File: src/rtl/mux_32to1_rr.sv
`default_nettype none
// ============================================================================
// Module   : mux_32to1_rr
// Purpose  : Round-robin 32-to-1 gather mux with valid/ready handshakes and a
//            single registered output stage tagging each word with its lane.
//            Define MUX_32TO1_RR_FIXED_PRIO_EN for fixed lowest-index priority.
// Revision : 1.0  initial release
// ============================================================================
module mux_32to1_rr #(
  parameter int WIDTH = 1
) (
  input  logic                  clk_i,
  input  logic                  rst_ni,
  input  logic                  en_i,
  input  logic [31:0]           valid_i,
  input  logic [32*WIDTH-1:0]   data_i,
  output logic [31:0]           ready_o,
  output logic [WIDTH-1:0]      data_o,
  output logic [4:0]            sel_o,
  output logic                  valid_o,
  input  logic                  ready_i
);

  typedef enum logic [0:0] {
    EMPTY = 1'b0,
    FULL  = 1'b1
  } state_t;

  state_t     state;
  state_t     state_next;
  logic [4:0] grant;
  logic       any_req;
  logic       can_load;
  logic       accept;

`ifndef MUX_32TO1_RR_FIXED_PRIO_EN
  logic [4:0] ptr;
  logic [4:0] idx;
`endif

  assign any_req  = |valid_i;
  assign can_load = (state == EMPTY) || ready_i;
  // Reset is folded in so ready_o stays low for the whole reset window.
  assign accept   = rst_ni && en_i && can_load && any_req;

  // Scan downward so the last hit, i.e. the nearest lane at or above the
  // starting point, is the one that sticks.
  always_comb begin
    grant = '0;
`ifdef MUX_32TO1_RR_FIXED_PRIO_EN
    for (int i = 31; i >= 0; i--) begin
      if (valid_i[i]) grant = 5'(i);
    end
`else
    idx = '0;
    for (int i = 31; i >= 0; i--) begin
      idx = ptr + 5'(i);
      if (valid_i[idx]) grant = idx;
    end
`endif
  end

  assign ready_o = accept ? (32'd1 << grant) : 32'd0;
  assign valid_o = (state == FULL);

  always_comb begin
    state_next = state;
    case (state)
      EMPTY:   if (accept) state_next = FULL;
      FULL:    if (accept) state_next = FULL;
               else if (ready_i) state_next = EMPTY;
      default: state_next = EMPTY;
    endcase
  end

  always_ff @(posedge clk_i) begin
    if (!rst_ni) state <= EMPTY;
    else         state <= state_next;
  end

  // Payload only moves on an accept; a plain drain leaves it in place.
  always_ff @(posedge clk_i) begin
    if (!rst_ni) begin
      data_o <= '0;
      sel_o  <= '0;
`ifndef MUX_32TO1_RR_FIXED_PRIO_EN
      ptr    <= '0;
`endif
    end else if (accept) begin
      data_o <= data_i[int'(grant)*WIDTH +: WIDTH];
      sel_o  <= grant;
`ifndef MUX_32TO1_RR_FIXED_PRIO_EN
      ptr    <= grant + 5'd1;
`endif
    end
  end

endmodule
`default_nettype wire

File: config.mk
export PLATFORM = sky130hd
export DESIGN_NAME = mux_32to1_rr
export DESIGN_NICKNAME = d
export VERILOG_FILES = /design/src/rtl/mux_32to1_rr.sv
export SDC_FILE = /design/constraint.sdc
export NUM_CORES = 1
export LEC_CHECK = 0
export CAP_MARGIN = 10
export CORE_ASPECT_RATIO = 1.2
export CORE_MARGIN = 2
export CORE_UTILIZATION = 30
export CTS_BUF_LIST = sky130_fd_sc_hd__clkbuf_16
export DETAILED_ROUTE_END_ITERATION = 10
export SLEW_MARGIN = 25
export SYNTH_ARGS = -nofsm -noshare
export SYNTH_HDL_FRONTEND = slang
export SYNTH_SLANG_ARGS = --single-unit
File: constraint.sdc
create_clock -name clk_i -period 6.19 [get_ports clk_i]
set_input_delay 0.9285 -clock clk_i [delete_from_list [all_inputs] [get_ports clk_i]]
set_output_delay 0.9285 -clock clk_i [all_outputs]
set_load 0.005 [all_outputs]
## Word-level counts from Yosys, hierarchy flattened

Index checks and enable logic that the tools add are counted.

- Register bits: 12
- Latch bits: 0
- Bits in writable memories: 0
- ROM bits: 0
- Input port bits: 68
- Output and inout bits: 39
- Word-level logic and storage cells: 177
- Memories: 0

- Add/subtract/negate cells: 32
- $mul: 0
- Divide/modulo/power cells: 0
- $lt $le $gt $ge: 32
- Equal/unequal tests: 0
- Shift operators: 2
- Multiplexer cells: 101
- Bitwise gates (word level): 1
- Reduce and logical (&&, ||, !) cells: 5

Operators with widths:

| kind | count |
|---|---|
| $lt A5 B6 Y1 const B | 32 |
| $bmux W1 S5 | 32 |
| $mux W5 | 32 |
| $add A5 B5 Y5 const B | 16 |
| $add A5 B4 Y5 const B | 8 |
| $mux W1 | 35 |
| $mux W32 | 1 |
| $reduce_or A32 Y1 | 1 |
| $shiftx A32 B6 Y1 | 1 |
| $shl A1 B5 Y32 const A | 1 |
| $add A5 B3 Y5 const B | 4 |
| $add A5 B1 Y5 const B | 2 |
| $add A5 B2 Y5 const B | 2 |
| $logic_and A1 B1 Y1 | 3 |
| $pmux W1 S2 | 1 |
| $logic_or A1 B1 Y1 | 1 |
| $not A1 Y1 | 1 |

## Longest topological paths before layout

- Depth after elaboration: 37
- Mapped depth: 25
- Mapped depth without buffers: 17

## Worst setup path after synthesis

Ideal clock, no wire load.

- Path type: register to output
- Start point: register ptr[2]
- End point: output port ready_o[16]
- Arrival: 5.195 ns
- Required time: 5.261 ns
- Setup slack: 0.067 ns
- Stages on the path, launching flop included: 20
- Buffers on the path: 5
- Path through: dfxtp_1 buf_2 buf_1 inv_2 ha_1 clkbuf_1 buf_1 mux4_2 mux2_2 a22oi_1 o221a_2 or4_1 a31oi_1 a211o_1 a221o_1 a22o_1 buf_6 or3_4 or2_4 nor2_2

- Longest elaborated chain between the ends: 37
- Elaborated cells on any way between the ends: 129
- Those cells by class: 31 x add/sub; 1 x shift; 97 x mux

Ends and longest elaborated chain:

| what | line | RTL |
|---|---|---|
| from (decl) | 37 | `logic [4:0] ptr;` |
| from (signal assigned) | 93 | `ptr <= grant + 5'd1;` |
| $add A5 B5 Y5 | 57 | `idx = ptr + 5'(i);` |
| $bmux W1 S5 | 58 | `if (valid_i[idx]) grant = idx;` |
| $mux W1 (not written as such) | 58 |  |
| $mux W5 (31 in a row) | 58 |  |
| $mux W5 * | 58 |  |
| $shl A1 B5 Y32 * | 63 | `assign ready_o = accept ? (32'd1 << grant) : 32'd0;` |
| $mux W32 * | 63 |  |
| to (decl) | 17 | `output logic [31:0] ready_o,` |

Mark *: on every way between the ends. The rest lies on a longest branch, timed or not. The select of a mux whose other input is x is not followed.

## Worst setup path after layout

- Start point: input port valid_i[18]
- End point: output port ready_o[11]

- Longest elaborated chain between the ends: 36
- Elaborated cells on any way between the ends: 100
- Those cells by class: 1 x shift; 97 x mux; 2 x reduce/logical

Ends and longest elaborated chain:

| what | line | RTL |
|---|---|---|
| from (decl) | 15 | `input logic [31:0] valid_i,` |
| $bmux W1 S5 | 58 |  |
| $mux W1 (not written as such) | 58 |  |
| $mux W5 (32 in a row) | 58 |  |
| $shl A1 B5 Y32 | 63 |  |
| $mux W32 * | 63 |  |

Marks and branches as above.

==> impl_metrics.yaml <==
status:
  status: "completed"
clock_network:
  clock_latency_ps: 240
  root_buffer: "clkbuf_16"
  cts_tree: "done"
  cts_hold_repair.buffers: 0
  clk_pin_slew_ps: 40
  cts_buffers: 3
  clock_path_buffers: 2
  htreeDepth: 1
  clkSinkCount: 12
synth:
  synth_edf_count: 0
  synth_cell_types: 95
  syn_avg_cell_area_um2: 8.557
  ys_top_cells_by_area: "mux4_2 23%, mux2i_1 10%, mux2_2 6.8%"
  synth_seq_cells: 12
  synth_seq_area_share_pct: 2.968
  syn_inst: 946
  synth_area_leader_cell: "mux4_2"
  ys_async_sr_fraction_pct: 0
  syn_nets: 1026
  ys_warn_count: 0
  syn_area_mm2: 0.008095
  ys.flop_type: "dfxtp_1"
  synth_top_area_share_pct: 23.09
global_routing:
  grt_pass1_vias: 9561
  grt.total_usage_pct: 25.56
  grtUsageMet3_pct: 2.735
  met1_usage_pct: 31.50
  antenna_found_initial: 0
  overflow: 0
  grt_max_degree: 75
  top_usage_layer: "met2"
  grt_pass1_wl_mm: 56.53
  met2_usage_pct: 43.77
finish:
  multi_input_area_mm2: 0.007722
  instances_no_fill: 1600
  antennaDiodeCount: 0
  drive_above_1_share_pct: 41.03
  nNetsFinal: 1346
  n_fill_cell: 2593
  regArea_um2: 250.2
  area_growth_pct: 45.64
run:
  maxCapViolations: 0
detailed_routing:
  vias: 9774
  drt_iter0_markers: 1028
  avgRoutedWirePerCell_um: 23.81
  dr.pass1.iters: 5
  ant_nets: 0
  wl_mm: 38.10
  via_per_inst: 6.109
  drc: 0
timing:
  setup_violations: 0
  maxSlewViolCount: 0
  fmax_mhz: 165.0
  clock_skew_ps: 2.101
  period_share_pct: 97.91
  tightest_slew_ps: 993.8
  slew_headroom_pct: 33.27
  period_needed_ps: 6060
  hold_violations: 0
floorplanning:
  die_y_um: 183.9
  core-area_mm2: 0.02643
  rows: 65
  ios: 107
  start_util_pct: 30.63
  die-area_mm2: 0.02832
  die_w_um: 154.0
critical_path:
  crit_path_end_kind: "primary output"
  r2r-end: "data_o"
  crit_required_ps: 5260
  r2r_start: "ptr[1]"
  worstPathMaxFanout: 7
  worst-setup-path-type: "in2out"
  critPathLaunch: "valid_i[18]"
  start_kind: "input pin"
  r2r_slack_ps: 970
  critPathArrivalTime_ps: 5130
  crit_end: "ready_o[11]"
  worst_r2r_path_depth: 20
place:
  io_buffers: 106
  dp_cells: 1575
  gp_congestion: 1.071
  dpl.hpwl_mm: 30.56
hold_path:
  worstHoldPathType: "reg2reg"
-- synthesized netlist by cell type, drive strengths merged, types with 13 or more instances --
library cell and number:
nand3 26, nor2 87, inv 21, nand2b 13
mux2i 89, mux4 83, and2 14, nor3 14
xnor2 29, clkbuf 26, mux2 59, nor4 16
o211ai 17, a21oi 36, buf 38, o22ai 20
o21ai 57, nand2 84
-- stage by stage --
stage               TNS, ps  area [um2]  setup slack [ps]  util, %  hold WS, ps
finish                    0       11790             129.6    44.61        468.1
global route         -71.09       11790            -38.43    44.61        502.7
CTS                       0       11420             14.51    43.20        472.4
detailed placement    -3060       11190            -190.2    42.35        463.7
global placement      -4035       11190            -216.4    42.35        457.8
floorplan                 0        8095             66.92        -        469.1
-- sequential cells by signal (all words and copies together) (netlist names) --
signal	cells
ptr	5
sel_o	5
data_o	1
valid_o	1
-- worst min-delay path by stage --
stage | startpoint | slack, ps | to | cells after the start
2_1_floorplan | sel_o[0] | 470 | sel_o[0] | 2
3_3_place_gp | sel_o[2] | 460 | sel_o[2] | 2
3_5_place_dp | sel_o[2] | 460 | sel_o[2] | 2
4_1_cts | sel_o[2] | 470 | sel_o[2] | 2
5_1_grt | sel_o[3] | 500 | sel_o[3] | 1
6_report | sel_o[2] | 470 | sel_o[2] | 2
-- layout make-up --
class	count	share of cell area, %
clock buffers	3	0.6367
clock inverters	1	0.03184
inverters	21	0.6898
multi-input cells	849	65.50
flip-flops and latches	12	2.122
well taps	335	3.555
repair buffers	379	27.46
-- what timing repair did --
action                     in CTS  in global routing
buffers inserted               12                  8
resized for setup              51                 74
pin swaps                       8                 16
setup endpoints to repair      32                 32
gates cloned                    0                  1
-- layer usage --
metal  up-vias  part of all wire, %
met1      4701                   39
met3       156                  6.6
met4         0                  7.0
met2       517                   48
met5         -                    0
li1       4400                    -
-- logic make-up after synthesis --
| family | count (synthesis) | share of synthesized area [%] |
|---|---|---|
| AND/OR/NAND/NOR | 319 | 19.95 |
| multiplexers | 231 | 42.97 |
| AO/OA/AOI/OAI | 251 | 22.40 |
| buffers and inverters | 85 | 5.270 |
| XOR/XNOR | 36 | 4.590 |
| adder cells (fa/ha/maj) | 12 | 1.855 |
| flip-flops | 12 | 2.968 |
-- critical path, stage by stage --
cell and delay (ps):
clkdlybuf4s50_1 520, mux4_2 560, mux4_2 520, a211oi_4 380
nor2_1 70, mux2_2 280, o21ai_2 130, buf_4 140
and3_1 140, and3_1 150, a22o_1 170, and2_1 160
buf_4 130, and2_4 150, nand2_2 80, nor2_1 100
clkdlybuf4s50_1 510
-- placed cells by master (no fill, tap or decap), drive strengths merged, types with 17 or more instances in the layout --
master,n
a21oi,36
buf,272
clkdlybuf4s50,50
dlygate4sd2,32
dlymetal6s2s,23
inv,21
mux2,59
mux2i,89
mux4,83
nand2,84
nand3,26
nor2,87
o211ai,17
o21ai,57
o22ai,20
xnor2,29
Power is left out: the tool's default activity adds up to more than one toggle a clock period on the data nets, which glitch-free logic cannot reach.
